===== src/rtl/axil_stream_tx_bridge.sv =====
// AXI4-Lite register front end feeding a FIFO that drains as an AXI4-Stream word flow.
// Optional overflow counter at 0xC is enabled by defining AXIL_STREAM_OVF_CNT_EN.
module axil_stream_tx_bridge #(
  parameter int unsigned ADDR_WIDTH = 4,
  parameter int unsigned DATA_WIDTH = 32,
  parameter int unsigned FIFO_DEPTH = 8
) (
  input  logic                      aclk,
  input  logic                      aresetn,
  input  logic [ADDR_WIDTH-1:0]     s_axil_awaddr,
  input  logic                      s_axil_awvalid,
  output logic                      s_axil_awready,
  input  logic [DATA_WIDTH-1:0]     s_axil_wdata,
  input  logic [DATA_WIDTH/8-1:0]   s_axil_wstrb,
  input  logic                      s_axil_wvalid,
  output logic                      s_axil_wready,
  output logic [1:0]                s_axil_bresp,
  output logic                      s_axil_bvalid,
  input  logic                      s_axil_bready,
  input  logic [ADDR_WIDTH-1:0]     s_axil_araddr,
  input  logic                      s_axil_arvalid,
  output logic                      s_axil_arready,
  output logic [DATA_WIDTH-1:0]     s_axil_rdata,
  output logic [1:0]                s_axil_rresp,
  output logic                      s_axil_rvalid,
  input  logic                      s_axil_rready,
  output logic                      m_axis_tvalid,
  output logic [DATA_WIDTH-1:0]     m_axis_tdata,
  input  logic                      m_axis_tready
);

  localparam int unsigned PTR_W  = $clog2(FIFO_DEPTH);
  localparam int unsigned LVL_W  = PTR_W + 1;
  localparam int unsigned STRB_W = DATA_WIDTH / 8;
  localparam logic [1:0] RESP_OKAY   = 2'b00;
  localparam logic [1:0] RESP_SLVERR = 2'b10;
  localparam logic [1:0] RESP_DECERR = 2'b11;
  localparam logic [ADDR_WIDTH-1:0] LOW_MASK = ADDR_WIDTH'(4'hF);

  typedef enum logic {W_IDLE, W_RESP} w_state_e;
  typedef enum logic {R_IDLE, R_DATA} r_state_e;

  w_state_e w_state_q, w_state_d;
  r_state_e r_state_q, r_state_d;
  logic [1:0]            bresp_q, bresp_d;
  logic [1:0]            rresp_q, rresp_d;
  logic [DATA_WIDTH-1:0] rdata_q, rdata_d;
  logic [PTR_W-1:0]      wr_ptr_q, wr_ptr_d;
  logic [PTR_W-1:0]      rd_ptr_q, rd_ptr_d;
  logic [LVL_W-1:0]      level_q, level_d;
  logic [DATA_WIDTH-1:0] mem_q [FIFO_DEPTH];

  logic aw_hs, ar_hs, aw_hi_bad, ar_hi_bad;
  logic fifo_full, fifo_empty, push, pop, flush;
  logic [DATA_WIDTH-1:0] status;
`ifdef AXIL_STREAM_OVF_CNT_EN
  logic        ovf_hit;
  logic [15:0] ovf_cnt_q, ovf_cnt_d;
`endif

  assign fifo_full  = (level_q == LVL_W'(FIFO_DEPTH));
  assign fifo_empty = (level_q == '0);
  assign aw_hi_bad  = |(s_axil_awaddr & ~LOW_MASK);
  assign ar_hi_bad  = |(s_axil_araddr & ~LOW_MASK);
  // Readies stay low throughout reset, so handshakes are gated by aresetn.
  assign aw_hs  = aresetn && (w_state_q == W_IDLE) && s_axil_awvalid && s_axil_wvalid;
  assign ar_hs  = aresetn && (r_state_q == R_IDLE) && s_axil_arvalid;
  assign pop    = !fifo_empty && m_axis_tready;
  assign status = DATA_WIDTH'({8'(level_q), 6'd0, fifo_empty, fifo_full});

  // State registers
  always_ff @(posedge aclk or negedge aresetn) begin
    if (!aresetn) begin
      w_state_q <= W_IDLE;
      r_state_q <= R_IDLE;
    end else begin
      w_state_q <= w_state_d;
      r_state_q <= r_state_d;
    end
  end

  // Next-state logic for both independent channels
  always_comb begin
    w_state_d = w_state_q;
    r_state_d = r_state_q;
    case (w_state_q)
      W_IDLE:  if (aw_hs) w_state_d = W_RESP;
      W_RESP:  if (s_axil_bready) w_state_d = W_IDLE;
      default: w_state_d = W_IDLE;
    endcase
    case (r_state_q)
      R_IDLE:  if (ar_hs) r_state_d = R_DATA;
      R_DATA:  if (s_axil_rready) r_state_d = R_IDLE;
      default: r_state_d = R_IDLE;
    endcase
  end

  // Handshake and stream outputs
  always_comb begin
    s_axil_awready = aw_hs;
    s_axil_wready  = aw_hs;
    s_axil_bvalid  = (w_state_q == W_RESP);
    s_axil_bresp   = bresp_q;
    s_axil_arready = aresetn && (r_state_q == R_IDLE);
    s_axil_rvalid  = (r_state_q == R_DATA);
    s_axil_rdata   = rdata_q;
    s_axil_rresp   = rresp_q;
    m_axis_tvalid  = !fifo_empty;
    m_axis_tdata   = fifo_empty ? '0 : mem_q[rd_ptr_q];
  end

  // Write decode: response code plus push/flush strobes
  always_comb begin
    bresp_d = bresp_q;
    push    = 1'b0;
    flush   = 1'b0;
`ifdef AXIL_STREAM_OVF_CNT_EN
    ovf_hit = 1'b0;
`endif
    if (aw_hs) begin
      if (aw_hi_bad) begin
        bresp_d = RESP_DECERR;
      end else begin
        case (s_axil_awaddr[3:2])
          2'd0: begin
            if (s_axil_wstrb != {STRB_W{1'b1}}) begin
              bresp_d = RESP_SLVERR;
            end else if (fifo_full) begin
              bresp_d = RESP_SLVERR;
`ifdef AXIL_STREAM_OVF_CNT_EN
              ovf_hit = 1'b1;
`endif
            end else begin
              bresp_d = RESP_OKAY;
              push    = 1'b1;
            end
          end
          2'd1: bresp_d = RESP_SLVERR;
          2'd2: begin
            bresp_d = RESP_OKAY;
            flush   = s_axil_wdata[0];
          end
          default: begin
`ifdef AXIL_STREAM_OVF_CNT_EN
            bresp_d = RESP_SLVERR;
`else
            bresp_d = RESP_DECERR;
`endif
          end
        endcase
      end
    end
  end

  // Read decode, sampled on the AR handshake
  always_comb begin
    rdata_d = rdata_q;
    rresp_d = rresp_q;
    if (ar_hs) begin
      rdata_d = '0;
      rresp_d = RESP_OKAY;
      if (ar_hi_bad) begin
        rresp_d = RESP_DECERR;
      end else begin
        case (s_axil_araddr[3:2])
          2'd1: rdata_d = status;
          2'd3: begin
`ifdef AXIL_STREAM_OVF_CNT_EN
            rdata_d = DATA_WIDTH'(ovf_cnt_q);
`else
            rresp_d = RESP_DECERR;
`endif
          end
          default: rdata_d = '0;
        endcase
      end
    end
  end

  // FIFO bookkeeping; flush wins over any concurrent pop
  always_comb begin
    wr_ptr_d = wr_ptr_q;
    rd_ptr_d = rd_ptr_q;
    level_d  = level_q;
    if (flush) begin
      wr_ptr_d = '0;
      rd_ptr_d = '0;
      level_d  = '0;
    end else begin
      if (push) wr_ptr_d = wr_ptr_q + PTR_W'(1);
      if (pop)  rd_ptr_d = rd_ptr_q + PTR_W'(1);
      case ({push, pop})
        2'b10:   level_d = level_q + LVL_W'(1);
        2'b01:   level_d = level_q - LVL_W'(1);
        default: level_d = level_q;
      endcase
    end
  end

`ifdef AXIL_STREAM_OVF_CNT_EN
  always_comb begin
    ovf_cnt_d = ovf_cnt_q;
    if (flush) ovf_cnt_d = '0;
    else if (ovf_hit && (ovf_cnt_q != 16'hFFFF)) ovf_cnt_d = ovf_cnt_q + 16'd1;
  end

  always_ff @(posedge aclk or negedge aresetn) begin
    if (!aresetn) ovf_cnt_q <= '0;
    else          ovf_cnt_q <= ovf_cnt_d;
  end
`endif

  always_ff @(posedge aclk or negedge aresetn) begin
    if (!aresetn) begin
      bresp_q  <= RESP_OKAY;
      rresp_q  <= RESP_OKAY;
      rdata_q  <= '0;
      wr_ptr_q <= '0;
      rd_ptr_q <= '0;
      level_q  <= '0;
    end else begin
      bresp_q  <= bresp_d;
      rresp_q  <= rresp_d;
      rdata_q  <= rdata_d;
      wr_ptr_q <= wr_ptr_d;
      rd_ptr_q <= rd_ptr_d;
      level_q  <= level_d;
    end
  end

  // Storage array; entries are only observed once written
  always_ff @(posedge aclk) begin
    if (push) mem_q[wr_ptr_q] <= s_axil_wdata;
  end

endmodule


===== config.mk =====
export PLATFORM = sky130hd
export DESIGN_NAME = axil_stream_tx_bridge
export DESIGN_NICKNAME = d
export VERILOG_FILES = /design/src/rtl/axil_stream_tx_bridge.sv
export SDC_FILE = /design/constraint.sdc
export NUM_CORES = 1
export LEC_CHECK = 0
export BUFFER_PORTS_ARGS = -buffer_cell sky130_fd_sc_hd__buf_2
export CAP_MARGIN = 15
export CORE_AREA = 2 2 152 154
export DETAILED_ROUTE_END_ITERATION = 12
export DIE_AREA = 0 0 154 156
export GPL_ROUTABILITY_DRIVEN = 0
export PLACE_DENSITY = 0.69
export SETUP_SLACK_MARGIN = 0.5
export SLEW_MARGIN = 0
export SYNTH_ARGS = -nofsm -noshare
export SYNTH_HDL_FRONTEND = slang
export SYNTH_SLANG_ARGS = --single-unit
export TNS_END_PERCENT = 50

===== constraint.sdc =====
create_clock -name aclk -period 7 [get_ports aclk]
set_input_delay 0 -clock aclk [delete_from_list [all_inputs] [get_ports aclk]]
set_output_delay 0 -clock aclk [all_outputs]
set_load 0.1 [all_outputs]

After elaboration in Yosys (flattened, before gate mapping)
Memories as Yosys holds them, arrays and structs flattened.
Index checks and enable logic that the tools add are counted.

storage, ports and cells
  flip-flop bits (word level) = 48
  latch bits = 0
  bits in writable memories = 256
  memory bits (read-only) = 0
  output and inout bits = 74
  logic and storage cells = 61
  memories = 1

operators by class
  add/sub/neg operators = 4
  multipliers = 0
  div/mod/pow operators = 0
  magnitude comparators = 0
  equal/unequal tests = 8
  shift operators = 0
  muxes and demuxes = 26
  bitwise gates (word level) = 2
  reductions and logical operators = 12

memory list
  name   words  width  rd ports  clocked after Yosys merged registers in  write ports  RTL line  source
  mem_q  8      32     1         0                                        1            51        logic [DATA_WIDTH-1:0] mem_q [FIFO_DEPTH];

operators by type and width
  operator                                                               number
  32-bit 2-to-1 mux                                                      1
  1-bit 2-to-1 mux                                                       12
  12-bit 2-to-1 mux                                                      1
  3-bit 2-to-1 mux                                                       4
  4-bit case mux with 2 select lines                                     1
  3-bit by 1-bit adder with 3-bit output, second input constant          2
  2-bit by 1-bit equality test with 1-bit output, second input constant  3
  2-bit equality test, second input constant                             3
  1-bit logical AND                                                      6
  2-bit 2-to-1 mux                                                       3
  2-bit case mux with 3 select lines                                     1
  4-bit by 1-bit adder with 4-bit output, second input constant          1
  4-bit equality test, second input constant                             1
  4-bit zero test                                                        1
  4-bit 2-to-1 mux                                                       1
  4-bit inequality test, second input constant                           1
  1-bit case mux with 2 select lines                                     2
  2-bit nonzero test                                                     2
  4-bit by 1-bit subtractor with 4-bit output, second input constant     1
  3-bit nonzero test                                                     1
  2-bit zero test                                                        1
  1-bit inverter                                                         2
  1-bit zero test                                                        1

Depth between registers and ports, before layout
  depth in word-level cells = 8
  gate-level depth with buffers = 9

Worst setup path after synthesis
Ideal clock, no wire load.

  kind = reg-to-reg
  start = register w_state_q (netlist: s_axil_bvalid)
  end = memory mem_q[0][0] (enable)
  setup time = 0.461 ns
  data arrival time = 4.025 ns
  path slack = 2.514 ns
  cell stages (with the launch flop) = 6
  buffers on the path = 1
  clock period less this slack = 4.486 ns
  cells stage by stage = dfrtp_1 -> nand4b_4 -> a2111oi_2 -> buf_6 -> nand2b_1 -> nor3_1

on the way
  longest elaborated chain between the ends = 7

RTL lines
  what                                    RTL line  source
  start: declaration                      43        w_state_e w_state_q, w_state_d;
  start signal: assignment                77        w_state_q <= w_state_d;
  1-bit inverter                          66        assign aw_hs = aresetn && (w_state_q == W_IDLE) && s_axil_awvalid && s_axil_wvalid;
  1-bit logical AND (3 in series)         66
  1-bit 2-to-1 mux                        120       if (aw_hs) begin
  1-bit 2-to-1 mux                        233       if (push) mem_q[wr_ptr_q] <= s_axil_wdata;
  1-bit 2-to-1 mux (implied by the code)  233
  end: declaration                        51

Every way passes these cells.

Worst setup path after layout
  start = register rd_ptr_q[0]
  end = output port m_axis_tdata[13]

on the way
  longest elaborated chain between the ends = 2

RTL lines
  what                      RTL line  source
  start: declaration        49        logic [PTR_W-1:0] rd_ptr_q, rd_ptr_d;
  start signal: assignment  226       rd_ptr_q <= rd_ptr_d;
  memory 8 x 32 bit         n/a
  32-bit 2-to-1 mux         109       m_axis_tdata = fifo_empty ? '0 : mem_q[rd_ptr_q];
  end: declaration          28        output logic [DATA_WIDTH-1:0] m_axis_tdata,

Every way passes these cells.

==> impl_metrics.tcl <==
set metrics [dict create \
    worst_pin_slew_ns 1.06 \
    post-dp-hpwl_mm 11.0 \
    die-area_um2 24000 \
    grt_max_degree 47 \
    slew-limit-headroom_pct 29.4 \
    boundaryPins 126 \
    core_area_um2 22400 \
    nNetsFinal 768 \
    syn_area_um2 11000 \
    syn_to_final_growth_pct 19.1 \
    power_mw 5.69 \
    ys.flop_type "edfxtp_1" \
    fill_cells 1655 \
    period_needed_ns 3.31 \
    setup_violations 0 \
    ys_types 35 \
    max_cap_violations 0 \
    antenna_found_initial 0 \
    fmax_mhz 302 \
    avgRoutedWirePerCell_um 20.3 \
    yosysTopAreaCellShare_pct 69.9 \
    cts_tree "built" \
    cp-end-kind "primary output" \
    ys_top_cells_by_count "edfxtp_1 (256), mux4_2 (64), nor2_1 (48)" \
    arrival_ns 3.31 \
    fin_ws_ns 3.69 \
    grt_setup_unrepaired "false" \
    async_flop_share_pct 7.58 \
    setup.worst_path.class "register to primary output" \
    first_pass_iters 4 \
    crit_family "buffers and inverters" \
    port_buffers 95 \
    switching_share_pct 44.0 \
    die_w_um 154 \
    power-per-cell-area_nw_per_um2 435 \
    ys_seq_area_share_pct 74.7 \
    clock_sinks 277 \
    stdcell_area_um2 13100 \
    cellLeakagePower_nw 4.61 \
    crit_fanout 46 \
    clock-root-buffer "clkbuf_16" \
    min_path_type "input port to register" \
    synth_warnings 0 \
    crit_path_start_kind "register" \
    clock_skew_ns 0.0115 \
    grt_pass1_vias 5778 \
    power.switching_mw 2.50 \
    place_ws_ns 3.29 \
    clock_latency_ns 0.53 \
    cpMaxStageDelayCell "buf_4" \
    place_area_um2 11700 \
    hold_viol_final 0 \
    synth_edf_count 256 \
    cp_cell_sequence "buf_4, mux4_2, mux2i_1, nor2_1, buf_2" \
    synth_top_area_cell "edfxtp_1" \
    tns_ns 0 \
    drc 0 \
    ys_seq_elements 277 \
    ant_nets 0 \
    seqPwrFrac_pct 33.7 \
    required_ns 7.00 \
    overflow 0 \
    viasPerCell 5.40 \
    num_rows 55 \
    peakVddDrop_uv 612 \
    power.share.clock_pct 23.1 \
    grt_use_total_pct 17.4 \
    synth.most_common_cell "edfxtp_1" \
    initial_utilization_pct 49.2 \
    path_clk_slew_ns 0.06 \
    pwr-share-comb_pct 43.1 \
    wirelength_mm 20.6 \
    grt_pass1_wl_mm 31.8 \
    clockBufferDepth 3 \
    die_h_um 156 \
    antenna_cells 0 \
    period_share_pct 47.3 \
    fin_util_pct 58.5 \
    drive_above_1_share_pct 31.5 \
    syn_inst 555 \
    cts_buffers 27 \
    max_stage_delay_ns 0.79 \
    num_vias 5502 \
    p_int_mw 3.19 \
    htree_levels 1 \
    status "completed" \
    syn_area_per_cell_um2 19.8 \
    yosys-top-cells-area "edfxtp_1 (70%), mux4_2 (13%), dfrtp_1 (4.8%), mux2i_1 (3.3%), buf_4 (1.9%)" \
    drtIter0Drc 347 \
    path_buf_inv 2 \
    maxSlewViolCount 0 \
]
kinds of logic (layout without fill, tap and decap cells):
family | count (synthesis) | in the layout | synth area share, %
and+or+nand+nor | 94 | 94 | 3.95
muxes | 100 | 100 | 16.4
buffers and inverters | 57 | 210 | 3.06
xor gates and xnor gates | 5 | 5 | 0.466
DFF | 277 | 277 | 74.7
AOI/OAI and AO/OA | 18 | 18 | 1.09
adders and majority gates | 3 | 3 | 0.341
other | 1 | 26 | 0.0341
cell type report:
cell class / count / area [um^2] / area share [%]
Sequential cell: 277 / 8220 / 62.8
Multi-Input combinational cell: 246 / 2600 / 19.9
Timing Repair Buffer: 157 / 1090 / 8.33
Clock buffer: 30 / 687 / 5.25
Tap cell: 285 / 357 / 2.72
Clock inverter: 19 / 123 / 0.936
Inverter: 4 / 15.0 / 0.115
worst min-delay path: stages:
cell	delay, ns
buf_2	0.09
nand4_1	0.11
a2111oi_2	0.08
nand2_1	0.08
a311oi_1	0.12
final timing paths:
check | startpoint | end | slack [ns] | depth (start not counted)
worst min-delay path | s_axil_wstrb[0] | level_q[3]$_DFFE_PN0P_ | 0.01 | 5
max in group asynchronous | aresetn | rd_ptr_q[0]$_DFFE_PN0P_ | 5.52 | 3
worst max register to register | s_axil_bvalid$_DFF_PN0_ | mem_q[0][11]$_DFFE_PP_ | 4.24 | 6
min in group asynchronous | aresetn | s_axil_rdata[0]$_DFFE_PN0P_ | 0.78 | 3
worst min register to register | s_axil_rdata[11]$_DFFE_PN0P_ | s_axil_rdata[11]$_DFFE_PN0P_ | 0.48 | 2
worst max-delay path | rd_ptr_q[0]$_DFFE_PN0P_ | m_axis_tdata[13] | 3.69 | 5
metrics by stage:
step,instances,hold slack [ns]
finish,1018,0.0133
floorplan,580,-0.296
CTS,1015,0.0521
global placement,916,-0.00451
detailed placement,916,0.0156
global route,1018,0.0170
sequential cells by signal, summed over array words and instances, names as in the netlist:
register / cells
s_axil_rresp: 1
s_axil_bvalid: 1
mem_q: 256
s_axil_bresp: 2
wr_ptr_q: 3
s_axil_rvalid: 1
rd_ptr_q: 3
s_axil_rdata: 6
level_q: 4
cell usage in the layout, fill, tap and decap left out, types with 2 or more instances in the layout:
cell	instances
inv_1	4
nor2_4	7
buf_12	2
conb_1	26
nand2_1	23
buf_2	95
ha_1	3
nor2_1	42
clkinv_2	8
nor2b_1	2
buf_4	9
dlygate4sd3_1	50
inv_6	2
xor2_1	4
clkinv_1	6
nor3_2	5
nand3_1	3
nand4_1	2
dfrtp_2	2
clkbuf_1	3
o21ai_0	10
dfrtp_1	18
nand2b_1	5
mux2i_1	36
a21oi_1	3
edfxtp_1	256
clkbuf_16	27
mux4_2	64
repair_timing:
item,CTS,global route
hold endpoints to repair,298,0
setup endpoints to repair,0,0
hold buffers,50,0
buffers inserted,0,0
gates resized for setup,0,0
routing by layer:
metal	share of wire (%)	vias up	wire, um	global-route usage (%)
li1	-	2461	-	-
met1	42	2836	8660	22.3
met2	51	172	10500	30.8
met3	5.3	33	1100	3.28
met4	2.0	0	421	4.32
met5	0	-	0	0
power by group through the flow:
stage          clock, mW  sequential (mW)  combinational (mW)
2_1_floorplan          0             1.95                2.10
3_3_place_gp           0             1.95                2.44
3_5_place_dp           0             1.96                2.45
4_1_cts             1.34             1.92                2.48
5_1_grt             1.40             1.93                2.58
6_report            1.32             1.92                2.45
(Power assumes the default switching activity.)
